### config.mk
export PLATFORM = sky130hd
export DESIGN_NAME = band_tap_sequencer
export DESIGN_NICKNAME = d
export VERILOG_FILES = /design/src/rtl/eq_seq_pkg.sv /design/src/rtl/band_tap_sequencer.sv
export SDC_FILE = /design/constraint.sdc
export NUM_CORES = 1
export LEC_CHECK = 0
export BUFFER_PORTS_ARGS = -buffer_cell sky130_fd_sc_hd__buf_2
export CORE_UTILIZATION = 40
export CTS_BUF_LIST = sky130_fd_sc_hd__clkbuf_16
export DETAILED_ROUTE_END_ITERATION = 8
export GPL_ROUTABILITY_DRIVEN = 0
export GPL_TIMING_DRIVEN = 0
export MAX_ROUTING_LAYER = met4
export PLACE_DENSITY = 0.64
export SLEW_MARGIN = 5
export SYNTH_ARGS = -nofsm -noshare
export SYNTH_HDL_FRONTEND = slang
export SYNTH_SLANG_ARGS = --single-unit
### constraint.sdc
create_clock -name clk -period 3.8 [get_ports clk]
set_clock_uncertainty 0.05 [all_clocks]
set_input_delay 1.14 -clock clk [delete_from_list [all_inputs] [get_ports clk]]
set_output_delay 1.14 -clock clk [all_outputs]
set_load 0.005 [all_outputs]
### src/rtl/eq_seq_pkg.sv
// Shared encodings for the band tap sequencer: count modes and controller state.
package eq_seq_pkg;

    typedef enum logic [1:0] {
        MODE_WRAP_UP   = 2'd0,
        MODE_WRAP_DOWN = 2'd1,
        MODE_BOUNCE    = 2'd2,
        MODE_RSVD      = 2'd3
    } mode_t;

    typedef enum logic {
        ST_IDLE = 1'b0,
        ST_RUN  = 1'b1
    } state_t;

endpackage

### src/rtl/band_tap_sequencer.sv
// Generates the (channel, tap) index stream for the time-multiplexed filter bank,
// with runtime-loadable bounds, three count modes and start/stop/repeat control.
module band_tap_sequencer
    import eq_seq_pkg::*;
#(
    parameter int TAP_MIN  = 0,
    parameter int TAP_MAX  = 63,
    parameter int NUM_CH   = 8,
    parameter int MODE_DEF = 0,
    localparam int TW = $clog2(TAP_MAX + 1),
    localparam int CW = (NUM_CH > 1) ? $clog2(NUM_CH) : 1
) (
    input  logic          clk,
    input  logic          rst,
    input  logic          clk_enable,
    input  logic          start,
    input  logic          stop,
    input  logic          repeat_en,
    input  logic          cfg_load,
    input  logic [TW-1:0] cfg_min,
    input  logic [TW-1:0] cfg_max,
    input  logic [1:0]    cfg_mode,
    output logic [TW-1:0] tap_idx,
    output logic [CW-1:0] ch_idx,
    output logic          busy,
    output logic          dir_down,
    output logic          phase_min,
    output logic          phase_max,
    output logic          ch_last,
    output logic          frame_done,
    output logic          cfg_err
);

    typedef struct packed {
        logic [TW-1:0] tap;
        logic          dir_down;
        logic          ch_step;
    } step_t;

    // One counted step; clamps at the active bounds so the index never wraps through 0/2^TW.
    function automatic step_t next_step(input logic [TW-1:0] tap, input logic dn,
                                        input logic [TW-1:0] lo, input logic [TW-1:0] hi,
                                        input mode_t mode);
        step_t s;
        s.tap      = tap;
        s.dir_down = dn;
        s.ch_step  = 1'b0;
        case (mode)
            MODE_WRAP_DOWN: begin
                s.dir_down = 1'b1;
                if (tap <= lo) begin
                    s.tap     = hi;
                    s.ch_step = 1'b1;
                end else begin
                    s.tap = tap - 1'b1;
                end
            end
            MODE_BOUNCE: begin
                if (lo == hi) begin
                    s.dir_down = 1'b0;
                    s.ch_step  = 1'b1;
                end else if (dn) begin
                    s.tap = (tap > lo) ? tap - 1'b1 : lo;
                    if (s.tap == lo) begin
                        s.dir_down = 1'b0;
                        s.ch_step  = 1'b1;
                    end
                end else begin
                    s.tap      = (tap < hi) ? tap + 1'b1 : hi;
                    s.dir_down = (s.tap == hi);
                end
            end
            default: begin
                s.dir_down = 1'b0;
                if (tap >= hi) begin
                    s.tap     = lo;
                    s.ch_step = 1'b1;
                end else begin
                    s.tap = tap + 1'b1;
                end
            end
        endcase
        return s;
    endfunction

    state_t        state;
    logic [TW-1:0] act_min, act_max;
    mode_t         act_mode;

    logic          cfg_ok, load_ok, step_en;
    logic [TW-1:0] eff_min, eff_max;
    mode_t         eff_mode;
    logic [TW-1:0] entry_tap;
    logic          entry_dn;
    step_t         nx;

    assign cfg_ok  = (cfg_min <= cfg_max) && (cfg_mode != 2'd3);
    assign load_ok = (state == ST_IDLE) && cfg_load && cfg_ok;
    assign step_en = (state == ST_RUN) && clk_enable;
    assign nx      = next_step(tap_idx, dir_down, act_min, act_max, act_mode);

    // A load coinciding with start takes effect for the frame being started.
    always_comb begin
        // NOTE: every always_comb output gets a default first so no path can infer a latch.
        eff_min   = act_min;
        eff_max   = act_max;
        eff_mode  = act_mode;
        if (load_ok) begin
            eff_min  = cfg_min;
            eff_max  = cfg_max;
            eff_mode = mode_t'(cfg_mode);
        end
        entry_dn  = (eff_mode == MODE_WRAP_DOWN);
        entry_tap = entry_dn ? eff_max : eff_min;
    end

    assign busy      = (state == ST_RUN);
    assign phase_min = step_en && (tap_idx == act_min);
    assign phase_max = step_en && (tap_idx == act_max);
    assign ch_last   = step_en && nx.ch_step;

    always_ff @(posedge clk or posedge rst) begin
        if (rst) begin
            state      <= ST_IDLE;
            tap_idx    <= TW'(TAP_MIN);
            ch_idx     <= '0;
            dir_down   <= 1'b0;
            frame_done <= 1'b0;
            cfg_err    <= 1'b0;
            act_min    <= TW'(TAP_MIN);
            act_max    <= TW'(TAP_MAX);
            act_mode   <= mode_t'(MODE_DEF[1:0]);
        end else begin
            // NOTE: sequential state uses non-blocking assignments only, so every read sees pre-edge values.
            frame_done <= 1'b0;
            cfg_err    <= 1'b0;
            case (state)
                ST_IDLE: begin
                    if (cfg_load) begin
                        if (cfg_ok) begin
                            act_min  <= cfg_min;
                            act_max  <= cfg_max;
                            act_mode <= mode_t'(cfg_mode);
                        end else begin
                            cfg_err <= 1'b1;
                        end
                    end
                    if (start) begin
                        state    <= ST_RUN;
                        ch_idx   <= '0;
                        tap_idx  <= entry_tap;
                        dir_down <= entry_dn;
                    end
                end
                default: begin
                    if (stop) begin
                        state <= ST_IDLE;
                    end else if (clk_enable) begin
                        tap_idx  <= nx.tap;
                        dir_down <= nx.dir_down;
                        if (nx.ch_step) begin
                            if (ch_idx == CW'(NUM_CH - 1)) begin
                                ch_idx     <= '0;
                                frame_done <= 1'b1;
                                if (repeat_en) begin
                                    tap_idx  <= entry_tap;
                                    dir_down <= entry_dn;
                                end else begin
                                    state <= ST_IDLE;
                                end
                            end else begin
                                ch_idx <= ch_idx + 1'b1;
                            end
                        end
                    end
                end
            endcase
        end
    end

endmodule

# Word-level counts from Yosys, hierarchy flattened

Cells that the tools add are included.

Register bits: 27
Latch bits: 0
RAM bits: 0
ROM bits: 0
Input port bits: 21
Output and inout bits: 16
Logic and storage cells: 93
Memories: 0

Add/sub/neg operators: 3
Multiply operators: 0
Div/mod/pow operators: 0
Magnitude comparators: 5
Eq/ne operators: 13
Shift operators: 0
Mux-type cells: 51
Bitwise operators: 1
Reductions and logical operators: 11

Operator list:

| operator                                                               | count |
|---|---|
| 6-bit 2-to-1 mux                                                       | 15 |
| 6-bit equality test                                                    | 5 |
| 1-bit 2-to-1 mux                                                       | 25 |
| 3-bit 2-to-1 mux                                                       | 6 |
| 8-bit case mux with 2 select lines                                     | 1 |
| 6-bit less-or-equal comparator                                         | 2 |
| 1-bit logical AND                                                      | 7 |
| 7-bit 2-to-1 mux                                                       | 1 |
| 6-bit by 1-bit adder with 6-bit output (second input constant)         | 1 |
| 6-bit >= comparator                                                    | 1 |
| 6-bit > comparator                                                     | 1 |
| 6-bit less-than comparator                                             | 1 |
| 2-bit 2-to-1 mux                                                       | 3 |
| 2-bit != test (second input constant)                                  | 3 |
| 3-bit AND reduction                                                    | 2 |
| 6-bit by 1-bit subtractor with 6-bit output (second input constant)    | 1 |
| 2-bit by 1-bit equality test with 1-bit output (second input constant) | 2 |
| 4-bit AND reduction                                                    | 1 |
| 3-bit by 1-bit adder with 3-bit output (second input constant)         | 1 |
| 3-bit equality test (second input constant)                            | 1 |
| 2-bit equality test (second input constant)                            | 1 |
| 2-bit by 1-bit != test with 1-bit output (second input constant)       | 1 |
| 2-bit nonzero test                                                     | 1 |
| 1-bit inverter                                                         | 1 |

# Depth between registers and ports, before layout

Depth in word-level cells: 13
Mapped depth: 12

# Worst setup path after synthesis

Ideal clock, no wire load.

Path type: register to output
Start point: reg tap_idx[0]
End point: out ch_last
Arrival: 2.295 ns
Required time: 2.610 ns
Path slack: 0.315 ns
Cell stages (with the launch flop): 12
Path through: dfrtp_1 > buf_2 > inv_1 > ha_1 > and3_1 > clkbuf_1 > a21o_1 > buf_2 > a221oi_4 > or2_0 > buf_2 > nor2_1

Cells in the longest elaborated chain, start to end: 8
Elaborated cells between the ends (all ways): 13
Classes of those cells: 1 x add/sub; 3 x order compare; 1 x eq/ne; 7 x mux; 1 x reduce/logical

Ends and longest elaborated chain:

| what                                                                                     | RTL line                  | RTL |
|---|---|---|
| from (decl)                                                                              | band_tap_sequencer.sv:23  | `output logic [TW-1:0] tap_idx,` |
| from (signal assigned)                                                                   | band_tap_sequencer.sv:125 | `tap_idx <= TW'(TAP_MIN);` |
| from (signal assigned)                                                                   | band_tap_sequencer.sv:151 | `tap_idx <= entry_tap;` |
| from (signal assigned)                                                                   | band_tap_sequencer.sv:159 | `tap_idx <= nx.tap;` |
| 6-bit by 1-bit subtractor with 6-bit output / 6-bit > comparator (equally long branches) | band_tap_sequencer.sv:63  | `s.tap = (tap > lo) ? tap - 1'b1 : lo;` |
| 6-bit 2-to-1 mux                                                                         | band_tap_sequencer.sv:63  |  |
| 6-bit equality test                                                                      | band_tap_sequencer.sv:64  | `if (s.tap == lo) begin` |
| 2-bit 2-to-1 mux                                                                         | band_tap_sequencer.sv:64  |  |
| 1-bit 2-to-1 mux                                                                         | band_tap_sequencer.sv:62  | `end else if (dn) begin` |
| 2-bit 2-to-1 mux                                                                         | band_tap_sequencer.sv:59  | `if (lo == hi) begin` |
| 8-bit case mux with 2 select lines (*)                                                   | band_tap_sequencer.sv:48  | `case (mode)` |
| 1-bit logical AND (*)                                                                    | band_tap_sequencer.sv:120 | `assign ch_last = step_en && nx.ch_step;` |
| to (decl)                                                                                | band_tap_sequencer.sv:29  | `output logic ch_last,` |

Mark *: on every way between the ends. The rest lies on a longest branch, timed or not.

# Worst setup path after layout

Same ends and word-level chain as after synthesis.

==> results.txt <==
----------------------------------------------------
[Synthesis]
  Post-synthesis share of cell area spent on full adders, half adders and majority gates ... 10.1%
  Largest area contributor in the netlist ... sky130_fd_sc_hd__dfrtp_1
  Cells taking the most area after synthesis ... sky130_fd_sc_hd__dfrtp_1, sky130_fd_sc_hd__ha_1, sky130_fd_sc_hd__dfstp_2, sky130_fd_sc_hd__nand2_1, sky130_fd_sc_hd__a21oi_1
  Post-synth EDFFs ... 0
  Most used flip-flop cell after synthesis ... sky130_fd_sc_hd__dfrtp_1
  Yosys cell types ... between 60 and 70
  Post-synthesis instance area ... 2980 sq um
  Dominant combinational cell family by area after synthesis ... compound AO/OA/AOI/OAI gates
  Post-synthesis cell count ... 373
  Synth Area in Compound Gates ... 27.7%
  Post-synthesis simple-gate area fraction ... 19.7%
  Syn Nets ... 418
  Yosys warning count ... 0
  Number of storage elements in the synthesis netlist ... 27
  Share of cell area taken by muxes after synthesis ... 5.46%
  Sequential cell area fraction in the yosys report ... 22.9%
  Syn Area/Cell ... around 8 sq um
  Xor/xnor share of the synthesized area ... ~7.6%
  Asr flop ratio synth ... 100%
  Share of Yosys cell area claimed by the top area cell type ... 17.6%

[Routing]
  Number of optimization iterations in the first detailed-route pass ... 5
  Post-route ant nets ... 0
  Via count ... about 3100
  DR WL/cell ... 18.1 um
  DR iter-0 viols ... 394
  DRC violations left ... 0
  Sum of routed wire length over all layers ... approximately 9500 um
  Mean number of vias per cell ... 5.99

[Placement]
  HPWL reported at the end of detailed placement ... 7170 um
  Number of placed cells counting well taps ... 508
  Setup Slack @ Placement ... -0.173 ns
  Port Buffers ... 36

[Clocking]
  H-tree Lvls ... 1
  TritonCTS Buffers ... 3
  Clock transition time at the flip-flop clock pins of the worst setup and hold paths ... 0.08 ns
  Clock latency of the later-clocked register in the worst-skew pair ... approximately 0.27 ns
  CTS tree ... yes
  CTS hold repair buffers ... 0
  Clock tree sinks ... 27
  Clock tree buffer depth ... 2
  Root Buffer Master ... sky130_fd_sc_hd__clkbuf_16

[GRT]
  Vias in the first global route ... 2912
  Gr usage total ... 26.2%
  Initial antenna violation count ... 0
  Remaining global-route overflow ... 0
  Wire length of the first global-routing pass ... 14900 um
  Pin count of the biggest net entering global routing ... 28

[Floorplan]
  Initial cell density of the core ... 41.3%
  Die H ... 88.3 um
  Number of top-level pins ... 37
  Total number of placement rows ... 31
  Width of the die ... 88.3 um
  Core area ... 7210 sq um
  Die Area ... 7800 sq um

[Final layout]
  Layout cell share with drive strength beyond 1 ... 24.9%
  Filler cell count ... 736
  Register area ... 689 sq um
  Total inserted antenna cells ... 0
  Area grow syn2layout ... 20.0%
  Multi-input combinational cell area ... around 2200 sq um
  Final cell count without fillers ... 525
  Number of nets at the end of the flow ... about 470

[Pwr]
  Cell leakage power ... 1.56 nW
  Power density relative to cell area ... just under 900 nW/um^2
  Power Total ... 3.20 mW
  Largest voltage drop on the vdd net ... 0.305 mV

[Timing]
  Final cycle utilization of the critical path ... 98.2%
  Slew at the pin with the worst max-slew slack ... around 1.1 ns
  Fmax achieved ... 268 MHz
  Worst hold slack across all endpoints ... 0.498 ns
  Final Setup Violations ... 0
  Final number of max-transition violations ... 0
  Headroom to the max-slew limit ... 27.3%
  Least setup slack across all paths after layout ... between 0.06 and 0.07 ns
  Final period demand of the worst path ... ~3.7 ns
  Hold Fails Final Rpt ... 0
  Post-route setup TNS ... 0 ns

[Run]
  Number of violations of the max-capacitance limit ... 0

[Worst setup path]
  Slowest cell on the critical path ... sky130_fd_sc_hd__dfrtp_1
  Category of the most critical setup path ... reg -> out
  Worst Reg2Reg Path Length in Cells ... 9
  Maximum cell stage delay along the critical path ... 0.38 ns
  Data required time at the worst endpoint ... 2.61 ns
  Worst endpoint data arrival time ... between 2 and 3 ns
  Setup slack, reg-to-reg ... 0.88 ns
  Startpoint class of the critical path ... flop
  CP cell instances ... buf_6 > clkinvlp_4 > ha_4 > xor2_2 > nand2_1 > nor4_4 > a221oi_4 > or2_0 > buf_4 > nor2_1 > buf_2
  Largest driver fanout on the critical path ... 9
  Origin of the critical flop-to-flop path ... act_max[1]
  Endpoint class of the critical path ... output pin
  Reg-to-Reg End ... tap_idx[3]

[Min path]
  Destination of the worst hold path ... ch_idx[1]
  Min-delay src ... ch_idx[1]
  Worst hold path depth ... 1
  Tightest Hold Check Type ... reg -> reg

[Status]
  Status ... completed

----------------------------------------------------
==> placed cells by master, fill, tap and decap left out, types with 5 or more instances in the layout <==
| cell type | instances |
|---|---|
| sky130_fd_sc_hd__nand2_1 | 40 |
| sky130_fd_sc_hd__buf_2 | 39 |
| sky130_fd_sc_hd__a21oi_1 | 28 |
| sky130_fd_sc_hd__o21ai_0 | 26 |
| sky130_fd_sc_hd__nor2_1 | 24 |
| sky130_fd_sc_hd__ha_1 | 23 |
| sky130_fd_sc_hd__inv_1 | 21 |
| sky130_fd_sc_hd__buf_4 | 17 |
| sky130_fd_sc_hd__dfrtp_1 | 16 |
| sky130_fd_sc_hd__xnor2_1 | 14 |
| sky130_fd_sc_hd__mux2i_1 | 14 |
| sky130_fd_sc_hd__clkbuf_1 | 10 |
| sky130_fd_sc_hd__xor2_1 | 9 |
| sky130_fd_sc_hd__nor2b_1 | 7 |
| sky130_fd_sc_hd__o31ai_1 | 7 |
| sky130_fd_sc_hd__a211oi_1 | 7 |
| sky130_fd_sc_hd__o21a_1 | 6 |
| sky130_fd_sc_hd__nand2b_1 | 6 |
| sky130_fd_sc_hd__a22oi_1 | 6 |
| sky130_fd_sc_hd__dfstp_2 | 6 |
| sky130_fd_sc_hd__nor3_1 | 5 |
| sky130_fd_sc_hd__o211ai_1 | 5 |
| sky130_fd_sc_hd__dfrtp_2 | 5 |
==> metrics by stage <==
stage | utilization, % | cell area, sq um
detailed placement | 45.5 | 3290
finish | 49.6 | 3580
global route | 49.6 | 3580
global placement | 45.5 | 3290
floorplan | - | 2980
CTS | 48.1 | 3470
==> kinds of logic after synthesis <==
| family | after synthesis |
|---|---|
| and+or+nand+nor | 115 |
| DFF | 27 |
| adders and majority gates | 24 |
| muxes | 16 |
| buffers and inverters | 46 |
| xor gates and xnor gates | 26 |
| AOI/OAI and AO/OA | 119 |
==> cell type report <==
cell class              instances  area share, %
flip-flops and latches         27           19.3
clock inverters                 1          0.210
plain buffers                  17           2.62
inverters                      26           2.83
clock buffers                   3           2.10
multi-input cells             300           61.1
well taps                      99           3.46
repair buffers                 52           8.39
==> cells in the mapped netlist, types with 5 or more instances <==
| master | instances |
|---|---|
| sky130_fd_sc_hd__dfstp_2 | 6 |
| sky130_fd_sc_hd__xnor2_1 | 16 |
| sky130_fd_sc_hd__nand2b_1 | 6 |
| sky130_fd_sc_hd__o21a_1 | 7 |
| sky130_fd_sc_hd__nor2_1 | 25 |
| sky130_fd_sc_hd__nor3_1 | 6 |
| sky130_fd_sc_hd__buf_2 | 6 |
| sky130_fd_sc_hd__ha_1 | 24 |
| sky130_fd_sc_hd__clkbuf_1 | 12 |
| sky130_fd_sc_hd__nand2_1 | 40 |
| sky130_fd_sc_hd__a21oi_1 | 28 |
| sky130_fd_sc_hd__inv_1 | 26 |
| sky130_fd_sc_hd__a22oi_1 | 6 |
| sky130_fd_sc_hd__dfrtp_1 | 21 |
| sky130_fd_sc_hd__nor2b_1 | 7 |
| sky130_fd_sc_hd__o211ai_1 | 5 |
| sky130_fd_sc_hd__o21ai_0 | 28 |
| sky130_fd_sc_hd__a211oi_1 | 7 |
| sky130_fd_sc_hd__xor2_1 | 10 |
| sky130_fd_sc_hd__mux2i_1 | 14 |
| sky130_fd_sc_hd__o31ai_1 | 7 |
==> how the worst max path moves through the flow <==
| stage | end | cells after the start | start | slack, ns |
|---|---|---|---|---|
| 6_report | ch_last | 11 | tap_idx[0] | 0.07 |
| 5_1_grt | ch_last | 9 | act_min[0] | -0.05 |
| 4_1_cts | ch_last | 11 | tap_idx[0] | 0.02 |
| 3_5_place_dp | ch_last | 12 | act_min[5] | -0.17 |
| 3_3_place_gp | ch_last | 12 | act_min[5] | -0.15 |
| 2_1_floorplan | ch_last | 11 | tap_idx[0] | 0.32 |
==> flip-flops by register name (all words and copies together), names as in the netlist, 2 cells and up <==
| register | cells |
|---|---|
| act_max | 6 |
| act_min | 6 |
| tap_idx | 6 |
| ch_idx | 3 |
| act_mode | 2 |
==> report_power, final <==
| part | total [mW] | switching [mW] | internal [mW] | leakage (nW) |
|---|---|---|---|---|
| Clock | 0.255 | 0.111 | 0.144 | 0.0371 |
| Combinational | 2.41 | 1.42 | 0.997 | 1.20 |
| Sequential | 0.527 | 0.124 | 0.403 | 0.320 |
==> routing by layer <==
metal,share of wire (%),vias up,GRT usage (%),wire length (um)
met5,0,-,-,0
met4,5.0,0,12.9,476
met3,8.9,40,2.80,845
met2,45,185,41.5,4260
met1,41,1475,33.2,3930
li1,-,1446,-,-
==> worst max-delay path, delay by kind of cell (launching register included) <==
family,cells,cell delay [ns]
adders and majority gates,1,0.32
DFF,1,0.38
buffers and inverters,4,0.54
xor gates and xnor gates,1,0.17
AOI/OAI and AO/OA,1,0.11
and+or+nand+nor,4,0.72
==> what timing repair did <==
action,4_1_cts,5_1_grt
resized for setup,21,12
pin swaps,3,2
setup buffers,9,7
endpoints found under the setup margin,1,1
No activity file was read; power rests on OpenSTA's default activity.
